--- src/rtl/qspi_sdram_fetch_pkg.sv ---
// ---------------------------------------------------------------------------
// qspi2sdram_pkg
//   Shared definitions for the qspi2sdram family of blocks:
//     - fetch_state_t : line-fetch FSM state encodings
//     - BURST_LEN_DEF : 16-bit words fetched per request (one 8x16 line)
//     - ACK_TIMEOUT_DEF : clk cycles allowed for the SDRAM to accept a read
//     - SYNC_STAGES_DEF : default depth of qspi_clk-domain synchronizers
// ---------------------------------------------------------------------------
package qspi2sdram_pkg;

    localparam int BURST_LEN_DEF   = 8;
    localparam int ACK_TIMEOUT_DEF = 255;
    localparam int SYNC_STAGES_DEF = 2;

    typedef enum logic [1:0] {
        ST_IDLE = 2'd0,
        ST_REQ  = 2'd1,
        ST_DATA = 2'd2,
        ST_DONE = 2'd3
    } fetch_state_t;

endpackage

--- src/rtl/qspi_sdram_fetch_sync_bit.sv ---
// ---------------------------------------------------------------------------
// qspi_sync_bit
//   Single-bit flop-chain synchronizer bringing a qspi_clk-domain level into
//   the clk domain. Depth is set by STAGES.
//
//   Ports:
//     clk  in  1  destination clock
//     rst  in  1  asynchronous active-high reset, clears the whole chain
//     d    in  1  asynchronous input level
//     q    out 1  synchronized level, STAGES clk cycles behind d
// ---------------------------------------------------------------------------
module qspi_sync_bit #(
    parameter int STAGES = 2
) (
    input  logic clk,
    input  logic rst,
    input  logic d,
    output logic q
);

    logic [STAGES-1:0] chain;

    // Shift the sampled level down the chain; only chain[0] can go
    // metastable, the later stages give it time to resolve.
    always_ff @(posedge clk or posedge rst) begin
        if (rst) begin
            chain <= '0;
        end else begin
            chain[0] <= d;
            for (int i = 1; i < STAGES; i++) begin
                chain[i] <= chain[i-1];
            end
        end
    end

    assign q = chain[STAGES-1];

endmodule

--- src/rtl/qspi_sdram_fetch.sv ---
// ---------------------------------------------------------------------------
// qspi_sdram_fetch
//   Fetches one 8x16 line from SDRAM into a line RAM on behalf of a QSPI
//   slave running on its own clock. A request pulse from the qspi_clk domain
//   is synchronized, its rising edge latches the byte address, an SDRAM burst
//   read is issued and the returned words are written to the line RAM.
//
//   Ports:
//     clk                 in   1   system/SDRAM clock (only clock)
//     rst                 in   1   asynchronous active-high reset
//     qspi_rd_req         in   1   fetch request pulse (qspi_clk domain)
//     qspi_rd_addr        in   24  byte address of the line, stable
//     forbiden_autofresh  in   1   refresh inhibit level (qspi_clk domain)
//     qspi_rd_busy        out  1   fetch in progress, line RAM not valid
//     sdr_rd_req          out  1   SDRAM burst read request, held until ack
//     sdr_rd_addr         out  23  SDRAM word address
//     sdr_rd_ack          in   1   SDRAM accepted the request
//     sdr_rd_valid        in   1   returned data word valid
//     sdr_rd_data         in   16  returned data word
//     sdr_ref_inhibit     out  1   synchronized refresh inhibit
//     ram_wen             out  1   line RAM write strobe
//     ram_waddr           out  3   line RAM word address
//     ram_wdata           out  16  line RAM write data
//     err_timeout         out  1   sticky: SDRAM never acknowledged
//     err_overrun         out  1   sticky: request arrived while busy
//     err_clr             in   1   clears both sticky flags
// ---------------------------------------------------------------------------
module qspi_sdram_fetch
    import qspi2sdram_pkg::*;
#(
    parameter int BURST_LEN   = BURST_LEN_DEF,
    parameter int ACK_TIMEOUT = ACK_TIMEOUT_DEF,
    parameter int SYNC_STAGES = SYNC_STAGES_DEF
) (
    input  logic        clk,
    input  logic        rst,
    input  logic        qspi_rd_req,
    input  logic [23:0] qspi_rd_addr,
    input  logic        forbiden_autofresh,
    output logic        qspi_rd_busy,
    output logic        sdr_rd_req,
    output logic [22:0] sdr_rd_addr,
    input  logic        sdr_rd_ack,
    input  logic        sdr_rd_valid,
    input  logic [15:0] sdr_rd_data,
    output logic        sdr_ref_inhibit,
    output logic        ram_wen,
    output logic [2:0]  ram_waddr,
    output logic [15:0] ram_wdata,
    output logic        err_timeout,
    output logic        err_overrun,
    input  logic        err_clr
);

    localparam int TW = (ACK_TIMEOUT > 1) ? $clog2(ACK_TIMEOUT + 1) : 1;

    fetch_state_t state, state_nxt;

    logic          req_sync;
    logic          req_sync_d;
    logic          req_edge;
    logic [22:0]   addr_q;
    logic [TW-1:0] ack_cnt;
    logic [2:0]    word_cnt;
    logic          timeout_hit;
    logic          write_en;
    logic          overrun_hit;
    logic          err_timeout_q;
    logic          err_overrun_q;

    // Byte address bit 0 never reaches the word-addressed SDRAM.
    logic unused_addr_bit;
    assign unused_addr_bit = qspi_rd_addr[0];

    qspi_sync_bit #(.STAGES(SYNC_STAGES)) u_sync_req (
        .clk (clk),
        .rst (rst),
        .d   (qspi_rd_req),
        .q   (req_sync)
    );

    qspi_sync_bit #(.STAGES(SYNC_STAGES)) u_sync_inhibit (
        .clk (clk),
        .rst (rst),
        .d   (forbiden_autofresh),
        .q   (sdr_ref_inhibit)
    );

    // The request pulse can be several clk cycles long, so only its rising
    // edge counts as a request.
    assign req_edge    = req_sync & ~req_sync_d;
    assign overrun_hit = req_edge && (state != ST_IDLE);

    // Next-state and output decode. The ack counter reaches ACK_TIMEOUT-1 in
    // the last REQ cycle, so the flag and the drop of sdr_rd_req appear
    // exactly ACK_TIMEOUT cycles after sdr_rd_req rose. An ack arriving in
    // that same cycle still wins.
    always_comb begin
        state_nxt    = state;
        timeout_hit  = 1'b0;
        write_en     = 1'b0;
        qspi_rd_busy = 1'b0;
        sdr_rd_req   = 1'b0;

        case (state)
            ST_IDLE: begin
                if (req_edge) begin
                    state_nxt = ST_REQ;
                end
            end
            ST_REQ: begin
                qspi_rd_busy = 1'b1;
                sdr_rd_req   = 1'b1;
                if (sdr_rd_ack) begin
                    state_nxt = ST_DATA;
                end else if (ack_cnt == TW'(ACK_TIMEOUT - 1)) begin
                    timeout_hit = 1'b1;
                    state_nxt   = ST_DONE;
                end
            end
            ST_DATA: begin
                qspi_rd_busy = 1'b1;
                if (sdr_rd_valid) begin
                    write_en = 1'b1;
                    if (word_cnt == 3'(BURST_LEN - 1)) begin
                        state_nxt = ST_DONE;
                    end
                end
            end
            ST_DONE: begin
                state_nxt = ST_IDLE;
            end
            default: begin
                state_nxt = ST_IDLE;
            end
        endcase
    end

    // The write port is a direct pass-through of the returned word so it
    // lands in the same cycle; data is forced to zero when not writing.
    assign ram_wen     = write_en;
    assign ram_waddr   = word_cnt;
    assign ram_wdata   = write_en ? sdr_rd_data : 16'h0000;
    assign sdr_rd_addr = addr_q;
    assign err_timeout = err_timeout_q;
    assign err_overrun = err_overrun_q;

    // State, address capture, counters and sticky error flags. A new error
    // in the same cycle as err_clr wins so no event is ever lost.
    always_ff @(posedge clk or posedge rst) begin
        if (rst) begin
            state         <= ST_IDLE;
            req_sync_d    <= 1'b0;
            addr_q        <= '0;
            ack_cnt       <= '0;
            word_cnt      <= '0;
            err_timeout_q <= 1'b0;
            err_overrun_q <= 1'b0;
        end else begin
            state      <= state_nxt;
            req_sync_d <= req_sync;

            if (state == ST_IDLE && req_edge) begin
                addr_q <= qspi_rd_addr[23:1];
            end

            if (state == ST_REQ) begin
                ack_cnt <= ack_cnt + 1'b1;
            end else begin
                ack_cnt <= '0;
            end

            if (state == ST_IDLE) begin
                word_cnt <= '0;
            end else if (write_en) begin
                word_cnt <= word_cnt + 3'd1;
            end

            err_timeout_q <= (err_timeout_q & ~err_clr) | timeout_hit;
            err_overrun_q <= (err_overrun_q & ~err_clr) | overrun_hit;
        end
    end

endmodule

--- config.mk ---
export PLATFORM = sky130hd
export DESIGN_NAME = qspi_sdram_fetch
export DESIGN_NICKNAME = d
export VERILOG_FILES = /design/src/rtl/qspi_sdram_fetch_pkg.sv /design/src/rtl/qspi_sdram_fetch_sync_bit.sv /design/src/rtl/qspi_sdram_fetch.sv
export SDC_FILE = /design/constraint.sdc
export NUM_CORES = 1
export LEC_CHECK = 0
export BUFFER_PORTS_ARGS = -buffer_cell sky130_fd_sc_hd__buf_2
export CORE_ASPECT_RATIO = 1.1
export CORE_MARGIN = 3
export CORE_UTILIZATION = 45
export CTS_CLUSTER_DIAMETER = 80
export CTS_CLUSTER_SIZE = 24
export DETAILED_ROUTE_END_ITERATION = 12
export PLACE_DENSITY = 0.9
export SLEW_MARGIN = 25
export SYNTH_ARGS = -nofsm -noshare
export SYNTH_HDL_FRONTEND = slang
export SYNTH_SLANG_ARGS = --single-unit
--- constraint.sdc ---
create_clock -name clk -period 1.95 [get_ports clk]
set_input_delay 0.0975 -clock clk [delete_from_list [all_inputs] [get_ports clk]]
set_output_delay 0.0975 -clock clk [all_outputs]
set_load 0.02 [all_outputs]
==> metrics.md <==
| Metric | Value |
|---|---|
| Status | `finished, final reports clean` |
| YS warnings | `0` |
| Final #Nets | `303` |
| Clock sinks | `43` |
| Mapped Nets | `200` |
| Die footprint | `4970 um^2` |
| Antenna fix cells | `0` |
| Synth top area share | `57.5%` |
| Met2 Usage GRT | `29.6%` |
| Die Y | `73.6 um` |
| Clk pwr share | `15.0%` |
| Synth Register Bits | `43` |
| Pint | `2.12 mW` |
| Die width | `67.5 um` |
| Ys async rst share | `100%` |
| Critical path fanouts, max | `23` |
| GR Overflow Total | `0` |
| Layout fillers | `315` |
| H-tree lvl count | `2` |
| CP Launch Type | `flop` |
| CTS Root Cell | `clkbuf_8` |
| Synth top area cells | `dfrtp_1 57%, mux2_2 11%, and3_1 5.3%, ha_1 4.7%, mux2_1 3.0%` |
| Mean routed wirelength per cell | `13.1 um` |
| Worst hold path type | `in2reg` |
| Detailed Place HPWL | `3.00 mm` |
| Pre-CTS setup slack | `242 ps` |
| Worst Tran Pin Value | `524 ps` |
| Max-Cap Viols | `0` |
| RSZ-0062 raised after global routing | `false` |
| M1 GR Usage | `17.7%` |
| Via Count | `1472` |
| Initial core utilization | `48.9%` |
| CTS tree | `done` |
| Data required, critical path | `2120 ps` |
| Inserted Clock Buffers | `5` |
| # IOs | `95` |
| Number of synthesized flops with an enable pin | `0` |
| Final Cycle Share | `88.0%` |
| Vias/cell | `4.91` |
| Clk slew on worst S/H paths | `80 ps` |
| Worst skew pair latency | `290 ps` |
| PortBufs | `93` |
| DRT Wirelength | `3.94 mm` |
| Maximum vdd drop | `898 uV` |
| Drt pass-1 iters | `4` |
| Slew headroom | `65.1%` |
| Share of post-route cells with drive strength above 1 | `50.8%` |
| PwrDens | `1390 nW/um^2` |
| Slack of the critical path | `234 ps` |
| Depth of the most critical reg-to-reg path | `5` |
| Combinational power share | `45.7%` |
| Syn_area_per_cell | `12.8 um^2` |
| Antenna Nets Post-Route | `0` |
| P_leak | `1.39 nW` |
| Met3 usage | `7.95%` |
| Tmin final | `1720 ps` |
| Switch share | `39.5%` |
| Setup TNS Final | `0 ps` |
| Main synth FF type | `dfrtp_1` |
| Peak Freq | `0.583 GHz` |
| Seq/Total Area, Yosys | `57.5%` |
| Worst Clk Skew | `5.02 ps` |
| Num rows | `23` |
| Placer congestion estimate | `0.704` |
| Cell Area, Synth | `1870 um^2` |
| WS Path Type | `reg2reg` |
| Clock tree buffer depth | `2` |
| Unique masters post-synth | `30` |
| Initial drt markers | `31` |
| Fin. max-slew vios | `0` |
| Vias in the first global route | `1534` |
| Cell taking the most area after synthesis | `dfrtp_1` |
| Global-route wire length before repair | `6.35 mm` |
| Largest net degree at the start of global routing | `44` |
| Detailed-route DRC error count | `0` |
| Layer with the highest usage | `met2` |
| Crit end category | `flop` |
| Initial antenna violation count | `0` |
| Overall global routing resource usage | `17.3%` |
| Setup-failing EPs final | `0` |
| Hold path cells | `2` |
| Total chip power | `3.50 mW` |
| Core area | `3830 um^2` |
| P_sw | `1.39 mW` |
| Share of power burned in registers | `39.2%` |
| Final hold violation count | `0` |
| Layout area overhead | `35.0%` |
| Cells after synthesis | `146` |
| Most common cell in the netlist | `dfrtp_1` |
| Worst EP arrival | `1890 ps` |
| Top cells by count, synth | `43 x dfrtp_1, 19 x mux2_2, 16 x and3_1` |
==> worst paths after layout <==
path,start,to,slack [ps]
worst max register to register,state[0]$_DFFE_PP0P_,sdr_rd_addr[8]$_DFFE_PP0P_,230
min in group asynchronous,rst,sdr_rd_addr[10]$_DFFE_PP0P_,480
worst max-delay path,state[0]$_DFFE_PP0P_,sdr_rd_addr[8]$_DFFE_PP0P_,230
worst min register to register,u_sync_req.chain[0]$_DFF_PP0_,u_sync_req.chain[1]$_DFF_PP0_,360
worst min-delay path,qspi_rd_addr[22],sdr_rd_addr[21]$_DFFE_PP0P_,20
max in group asynchronous,rst,ram_waddr[1]$_DFFE_PP0P_,1110
==> power groups by stage <==
| stage | Sequential [mW] | Clock, mW | Combinational [mW] |
|---|---|---|---|
| finish | 1.37 | 0.527 | 1.60 |
| global route | 1.42 | 0.590 | 1.75 |
| CTS | 1.37 | 0.554 | 1.62 |
| detailed placement | 1.38 | 0 | 1.62 |
| global placement | 1.37 | 0 | 1.57 |
| floorplan | 1.72 | 0 | 0.754 |
==> registers in the layout, summed over array words and instances (netlist names) <==
name,flops
ack_cnt,8
req_sync_d,1
ram_waddr,3
err_overrun,1
err_timeout,1
u_sync_inhibit.chain,2
u_sync_req.chain,2
sdr_rd_addr,23
state,2
==> layer usage <==
layer / up-vias / share of wire, %
met2: 86 / 48
met1: 673 / 37
met3: 6 / 13
met5: - / 0
met4: 0 / 1.5
li1: 707 / -
==> critical path: stages (launching register included) <==
cell and delay (ps):
dfrtp_1 390, inv_1 90, ha_1 300, nand3b_1 130, buf_4 300, mux2_2 380
==> through the flow <==
step / util [%] / instances / cell area, um^2 / hold WS, ps
3_3_place_gp: 62.5 / 287 / 2390 / 207
5_1_grt: 66.0 / 300 / 2530 / 4.96
4_1_cts: 66.0 / 300 / 2530 / 0.260
3_5_place_dp: 62.5 / 287 / 2390 / 214
2_1_floorplan: - / 146 / 1870 / 129
6_report: 66.0 / 300 / 2530 / 15.8
==> cells by family (layout without fill, tap and decap cells) <==
kind of cell / count (synthesis) / in the layout / synth area share, %
xor gates and xnor gates: 5 / 5 / 2.34
muxes: 24 / 24 / 14.4
DFF: 43 / 43 / 57.5
and+or+nand+nor: 42 / 42 / 13.2
buffers and inverters: 13 / 117 / 3.14
AOI/OAI and AO/OA: 12 / 12 / 4.75
adders and majority gates: 7 / 7 / 4.68
==> layout by cell type, fill, tap and decap left out, types with 3 or more instances in the layout <==
| master | n |
|---|---|
| buf_2 | 93 |
| and3_1 | 16 |
| nand2_1 | 7 |
| inv_1 | 8 |
| ha_1 | 7 |
| nand3_1 | 4 |
| mux2_1 | 5 |
| clkbuf_8 | 5 |
| mux2_2 | 19 |
| clkinv_2 | 3 |
| dlygate4sd3_1 | 5 |
| xnor2_1 | 4 |
| and2_1 | 4 |
| buf_4 | 3 |
| dfrtp_1 | 43 |
==> timing repair <==
item | in CTS | in global routing
hold endpoints to repair | 47 | 0
resized for setup | 0 | 0
hold buffers | 5 | 0
setup buffers | 0 | 0
==> final cells by class <==
| type | instances | area, um^2 | area share [%] |
|---|---|---|---|
| flip-flops and latches | 43 | 1080 | 42.6 |
| multi-input cells | 90 | 737 | 29.2 |
| repair buffers | 101 | 538 | 21.3 |
| clock buffers | 5 | 68.8 | 2.72 |
| well taps | 50 | 62.6 | 2.48 |
| inverters | 8 | 30.0 | 1.19 |
| clock inverters | 3 | 15.0 | 0.594 |
Power figures use the tool's default switching activity.
